--- config.mk ---
export PLATFORM = sky130hd
export DESIGN_NAME = debug_regfile_dump_sequencer
export DESIGN_NICKNAME = d
export VERILOG_FILES = /design/src/rtl/debug_regfile_dump_sequencer.sv
export SDC_FILE = /design/constraint.sdc
export NUM_CORES = 1
export LEC_CHECK = 0
export ABC_AREA = 1
export BUFFER_PORTS_ARGS = -buffer_cell sky130_fd_sc_hd__buf_4
export CAP_MARGIN = 30
export CORE_UTILIZATION = 47
export CTS_CLUSTER_SIZE = 30
export DETAILED_ROUTE_END_ITERATION = 10
export PLACE_DENSITY = 0.85
export SLEW_MARGIN = 20
export SYNTH_ARGS = -nofsm -noshare
export SYNTH_HDL_FRONTEND = slang
export SYNTH_SLANG_ARGS = --single-unit
--- constraint.sdc ---
create_clock -name i_clock -period 2 [get_ports i_clock]
set_input_delay 0.1 -clock i_clock [delete_from_list [all_inputs] [get_ports i_clock]]
set_output_delay 0.1 -clock i_clock [all_outputs]
set_load 0.02 [all_outputs]
--- src/rtl/debug_regfile_dump_sequencer.sv ---
// Debug-unit register file dump: walks addresses 0..N_REGS-1, captures each returned
// word and presents it as a frame on a valid/ready handshake, with abort support.
//
// state   | meaning
// IDLE    | waiting for i_start; select parked on the non-regfile code
// ISSUE   | o_reg_addr / o_request_select drive the current address
// CAPTURE | regfile word is valid; latch it with its index
// SEND    | o_frame_valid high until i_frame_ready
// DONE    | one-cycle o_done pulse after the last frame is accepted
module debug_regfile_dump_sequencer #(
    parameter int NB_DATA       = 32,
    parameter int NB_ADDR       = 5,
    parameter int N_REGS        = 32,
    parameter int NB_REQ_SELECT = 6
) (
    input  logic                     i_clock,
    input  logic                     i_reset,
    input  logic                     i_start,
    input  logic                     i_abort,
    output logic [NB_REQ_SELECT-1:0] o_request_select,
    output logic [NB_ADDR-1:0]       o_reg_addr,
    input  logic [NB_DATA-1:0]       i_reg_data,
    output logic [NB_DATA-1:0]       o_frame,
    output logic [NB_ADDR-1:0]       o_frame_index,
    output logic                     o_frame_valid,
    input  logic                     i_frame_ready,
    output logic                     o_busy,
    output logic                     o_done
);

    typedef enum logic [2:0] {
        ST_IDLE    = 3'd0,
        ST_ISSUE   = 3'd1,
        ST_CAPTURE = 3'd2,
        ST_SEND    = 3'd3,
        ST_DONE    = 3'd4
    } state_t;

    localparam logic [NB_ADDR-1:0] LAST_ADDR = NB_ADDR'(N_REGS - 1);

    state_t                   state;
    state_t                   state_next;
    logic [NB_ADDR-1:0]       addr;
    logic [NB_ADDR-1:0]       addr_next;
    logic [NB_REQ_SELECT-2:0] sel_addr;

    always_ff @(posedge i_clock or negedge i_reset) begin
        if (!i_reset) begin
            state <= ST_IDLE;
            addr  <= '0;
        end else begin
            state <= state_next;
            addr  <= addr_next;
        end
    end

    // Abort outranks everything, including a handshake in the same cycle.
    always_comb begin
        state_next = state;
        addr_next  = addr;
        if (state != ST_IDLE && i_abort) begin
            state_next = ST_IDLE;
            addr_next  = '0;
        end else begin
            case (state)
                ST_IDLE: begin
                    if (i_start && !i_abort) begin
                        state_next = ST_ISSUE;
                        addr_next  = '0;
                    end
                end
                ST_ISSUE:   state_next = ST_CAPTURE;
                ST_CAPTURE: state_next = ST_SEND;
                ST_SEND: begin
                    if (i_frame_ready) begin
                        if (addr == LAST_ADDR) begin
                            state_next = ST_DONE;
                        end else begin
                            state_next = ST_ISSUE;
                            addr_next  = addr + NB_ADDR'(1);
                        end
                    end
                end
                ST_DONE: begin
                    state_next = ST_IDLE;
                    addr_next  = '0;
                end
                default: begin
                    state_next = ST_IDLE;
                    addr_next  = '0;
                end
            endcase
        end
    end

    assign sel_addr   = (NB_REQ_SELECT - 1)'(addr);
    assign o_reg_addr = addr;

    always_comb begin
        o_frame_valid    = (state == ST_SEND);
        o_busy           = (state != ST_IDLE);
        o_done           = (state == ST_DONE);
        o_request_select = '0;
        if (state != ST_IDLE) begin
            o_request_select = {1'b0, sel_addr};
        end else begin
            o_request_select[NB_REQ_SELECT-1] = 1'b1;
        end
    end

    // Frame holds from CAPTURE until the next capture, so it is stable across SEND.
    always_ff @(posedge i_clock or negedge i_reset) begin
        if (!i_reset) begin
            o_frame       <= '0;
            o_frame_index <= '0;
        end else if (state == ST_CAPTURE && !i_abort) begin
            o_frame       <= i_reg_data;
            o_frame_index <= addr;
        end
    end

endmodule
==> Word-level counts from Yosys, hierarchy flattened <==
Cells that the tools add are included.
{ "op_classes": {"eq_ne": 9, "n_addsub": 1, "n_reduce_logical": 9, "n_mux": 12} }
{ "op_table": {"columns": ["op", "n"], "rows": [
  ["2-to-1 mux 5 bit", 5],
  ["one-hot mux 5 bit (3 select lines)", 1],
  ["2-to-1 mux 3 bit", 4],
  ["one-hot mux 3 bit (4 select lines)", 1],
  ["== test 3 x 2 -> 1 bit (second input constant)", 2],
  ["!= test 3 bit (second input constant)", 2],
  ["adder 5 x 1 -> 5 bit (second input constant)", 1],
  ["== test 5 bit (second input constant)", 1],
  ["AND reduction 4 bit", 1],
  ["== test 3 x 1 -> 1 bit (second input constant)", 1],
  ["== test 3 bit (second input constant)", 1],
  ["logical AND 1 bit", 3],
  ["logical NOT 3 bit", 1],
  ["!= test 3 x 1 -> 1 bit (second input constant)", 1],
  ["nonzero test 3 bit", 1],
  ["!= test 2 x 1 -> 1 bit (second input constant)", 1],
  ["AND reduction 2 bit", 1],
  ["OR reduction 2 bit", 1],
  ["logical NOT 1 bit", 1],
  ["2-to-1 mux 1 bit", 1]
]} }
{ "word_totals": {"out_inout_bits": 51, "wordCells": 35, "register_bits": 45, "input_bits": 37} }

==> Depth between registers and ports, before layout <==
{ "depth": {"word_depth": 5, "ltp_mapped": 9, "mapped_depth_nobuf": 9} }

==> Worst setup path after synthesis <==
OpenSTA, ideal clock, no wires.
{ "synth_path": {"kind": "flip-flop to flip-flop", "start": "reg addr[0], in the netlist o_reg_addr[0]", "end": "reg addr[1], in the netlist o_reg_addr[1]", "arrival_time_ps": 1414, "period_less_slack_ps": 1537, "required_ps": 1877, "setup_ps": 123, "path_stages_with_launch": 9, "path_buffers": 0, "setup_slack_ps": 463, "path_cell_list": "dfrtp_1 > ha_1 > nand2_1 > nor2_1 > ha_1 > nand3_1 > nand2_4 > o21ai_0 > nand2_1"} }
{ "synth_via": {"elab_chain_len": 5, "word_cells_on_any_way": 8, "cone_classes": "add/sub: 1; eq/ne: 2; mux: 4; reduce/logical: 1"} }
{ "synth_lines": {"columns": ["element", "line_no", "text"], "rows": [
  ["from (decl)", "43", "logic [NB_ADDR-1:0] addr;"],
  ["from (signal assigned)", "53", "addr <= addr_next;"],
  ["adder 5 x 1 -> 5 bit", "80", "addr_next = addr + NB_ADDR'(1);"],
  ["2-to-1 mux 5 bit", "76", "if (addr == LAST_ADDR) begin"],
  ["2-to-1 mux 5 bit", "75", "if (i_frame_ready) begin"],
  ["one-hot mux 5 bit (3 select lines)", "65", "case (state)"],
  ["2-to-1 mux 5 bit", "61", "if (state != ST_IDLE && i_abort) begin"]
]} }
Parallel ways exist; a longest one is shown, timed or not. The select of a mux whose other input is x is not followed.
A chain may end at the register's enable or synchronous reset.

==> Worst setup path in the final report <==
{ "layout_path": {"start": "reg addr[0], in the netlist o_reg_addr[0]", "end": "reg addr[3], in the netlist o_reg_addr[3]"} }
Same word-level chain as after synthesis.

==> results.sh <==
export IMPL_status="complete, no violations"
export IMPL_yosysSeqAreaShare_pct=56.6
export IMPL_drc=0
export IMPL_peakVddDrop_mv=0.657
export IMPL_yosys_register_bits=45
export IMPL_max_slew_margin_pct=63.9
export IMPL_fin_tns_setup_ns=0
export IMPL_start_kind="register"
export IMPL_finalSetupViolCount=0
export IMPL_cts_buffers=5
export IMPL_fp_dieH_um=67.0
export IMPL_vias=1734
export IMPL_die_area_um2=4490
export IMPL_critPathMaxStageDelay_ns=0.44
export IMPL_drv_slew=0
export IMPL_io_pins=88
export IMPL_clock_latency_ns=0.28
export IMPL_power_density_nw_per_um2=1330
export IMPL_cp_slowest_cell="dfrtp_1"
export IMPL_diodes=0
export IMPL_clock_path_buffers=2
export IMPL_hold_path_class="in2reg"
export IMPL_drt_iter0_drc=106
export IMPL_area_growth_pct=38.0
export IMPL_fin_crit_ns=1.60
export IMPL_criticalPathCategory="reg2reg"
export IMPL_tightest_slew_ns=0.542
export IMPL_drive_gt1_share_pct=33.0
export IMPL_netlist_instances=229
export IMPL_drt_vias_per_instance=4.71
export IMPL_root_buffer="clkbuf_8"
export IMPL_grt_max_degree=75
export IMPL_routedWlPerCell_um=12.0
export IMPL_antenna_found_initial=0
export IMPL_hold_viol=0
export IMPL_period_share_pct=80.1
export IMPL_leakagePower_nw=1.56
export IMPL_grt_pass1_vias=1514
export IMPL_grt_overflow_total=0
export IMPL_synth_cell_type_count=18
export IMPL_fin_util_pct=68.1
export IMPL_syn_area_per_cell_um2=8.68
export IMPL_cts_tree="done"
export IMPL_crit_required_ns=2.17
export IMPL_detail_route_antenna_nets=0
export IMPL_hold_ws_ns=0.0601
export IMPL_worstPathCellList="ha_1 -> nand2_1 -> nor2_1 -> ha_1 -> nand3_1 -> nand2_4 -> o21ai_0 -> nand2_1"
export IMPL_start_util_pct=49.3
export IMPL_crit_fanout=6
export IMPL_drv_cap=0
export IMPL_fin_skew_ns=0.00282
export IMPL_hpwlAfterDp_um=3340
export IMPL_rsz0062_at_grt="no"
export IMPL_crit_arrival_ns=1.77
export IMPL_core_um2=4030
export IMPL_cp_end_kind="register"
export IMPL_firstDrtPassIters=4
export IMPL_synthesis_area_um2=1990
export IMPL_wirelength_um=4410
export IMPL_die_w_um=67.0
export IMPL_grt_use_total_pct=20.0
export IMPL_clk_pin_slew_ns=0.08
export IMPL_grt_pass1_wl_um=6670
export IMPL_h_tree_depth=2
export IMPL_io_buffer_count=87
export IMPL_synth_warnings=0
export IMPL_fmax_mhz=624
export IMPL_cts_sinks=45
export IMPL_syn_num_nets=268
export IMPL_rows=23
export IMPL_fin_nets=356
export IMPL_globalplace_congestion=0.907
==> state kept, by name, indices dropped and copies added (netlist names) <==
signal and cells:
o_frame 32, o_frame_index 5, o_reg_addr 5, state 3
==> cells by family after synthesis <==
family | after synthesis | share of synthesized area [%]
fa+ha+maj | 2 | 1.26
simple gates | 83 | 18.4
compound gates | 45 | 11.3
flops | 45 | 56.6
buf+inv | 54 | 12.3
==> cells in the mapped netlist (all sizes together) <==
master / count / area, um^2
dfrtp: 45 / 1130
inv: 46 / 173
ha: 2 / 25.0
nand3: 7 / 50.1
buf: 8 / 72.6
nor3b: 1 / 7.51
a21oi: 1 / 5.00
o21ai: 44 / 220
nand2: 56 / 223
nor2: 19 / 86.3
==> layout make-up <==
cell class,count,area [um^2]
clock buffer,6,72.6
clock inverter,2,10.0
fill,338,1280
inverter,46,173
multi-input combinational,130,617
sequential,45,1130
tap,50,62.6
timing repair buffer,89,683
==> where the power goes <==
group / switching, mW / leakage [nW] / internal, mW
logic: 1.03 / 0.937 / 0.695
registers: 0.192 / 0.582 / 1.23
clock network: 0.274 / 0.0450 / 0.242
==> worst paths after layout <==
kind | slack, ns | from | cells past startpoint | endpoint
worst max register to register | 0.40 | o_reg_addr[0] | 8 | o_reg_addr[3]
min in group asynchronous | 0.37 | i_reset | 2 | o_frame[6]
max in group asynchronous | 1.27 | i_reset | 2 | o_frame[3]
worst min register to register | 0.49 | o_frame[7] | 2 | o_frame[7]
worst min-delay path | 0.06 | i_reg_data[29] | 3 | o_frame[29]
worst max-delay path | 0.40 | o_reg_addr[0] | 8 | o_reg_addr[3]
==> layer usage <==
metal | vias up | GRT usage [%] | share of wire [%]
met5 | - | 0 | 0
met4 | 0 | 6.12 | 0.79
met3 | 4 | 6.16 | 8.9
met2 | 68 | 34.6 | 48
met1 | 787 | 23.2 | 42
li1 | 875 | - | -
==> critical path, delay by kind of cell, from the launching register on <==
family | cells | cell delay [ns]
and+or+nand+nor | 5 | 0.45
AOI/OAI and AO/OA | 1 | 0.17
adders and majority gates | 2 | 0.42
DFF | 1 | 0.44
==> per-stage QoR <==
stage	cells	cell area, um^2	setup WS [ns]	power (mW)
finish	368	2740	0.398	3.66
global route	368	2740	0.303	3.91
CTS	368	2740	0.413	3.71
detailed placement	359	2650	0.420	3.18
global placement	359	2650	0.507	3.10
floorplan	229	1990	0.463	2.43
==> timing repair <==
item,4_1_cts,5_1_grt
setup buffers,0,0
hold buffers,1,0
endpoints found under the hold margin,45,0
resized for setup,0,0
==> layout by cell type (no fill, tap or decap), types with 3 or more instances in the layout <==
| master | synthesis | final |
|---|---|---|
| inv_1 | 44 | 44 |
| nand3_1 | 4 | 4 |
| nand3_2 | 3 | 3 |
| nor2_1 | 17 | 17 |
| nand2_1 | 53 | 53 |
| dfrtp_1 | 45 | 45 |
| buf_4 | 3 | 87 |
| clkbuf_8 | 0 | 5 |
| o21ai_0 | 8 | 8 |
| o21ai_1 | 36 | 36 |
Note: power is estimated with default switching activity, not from simulation.
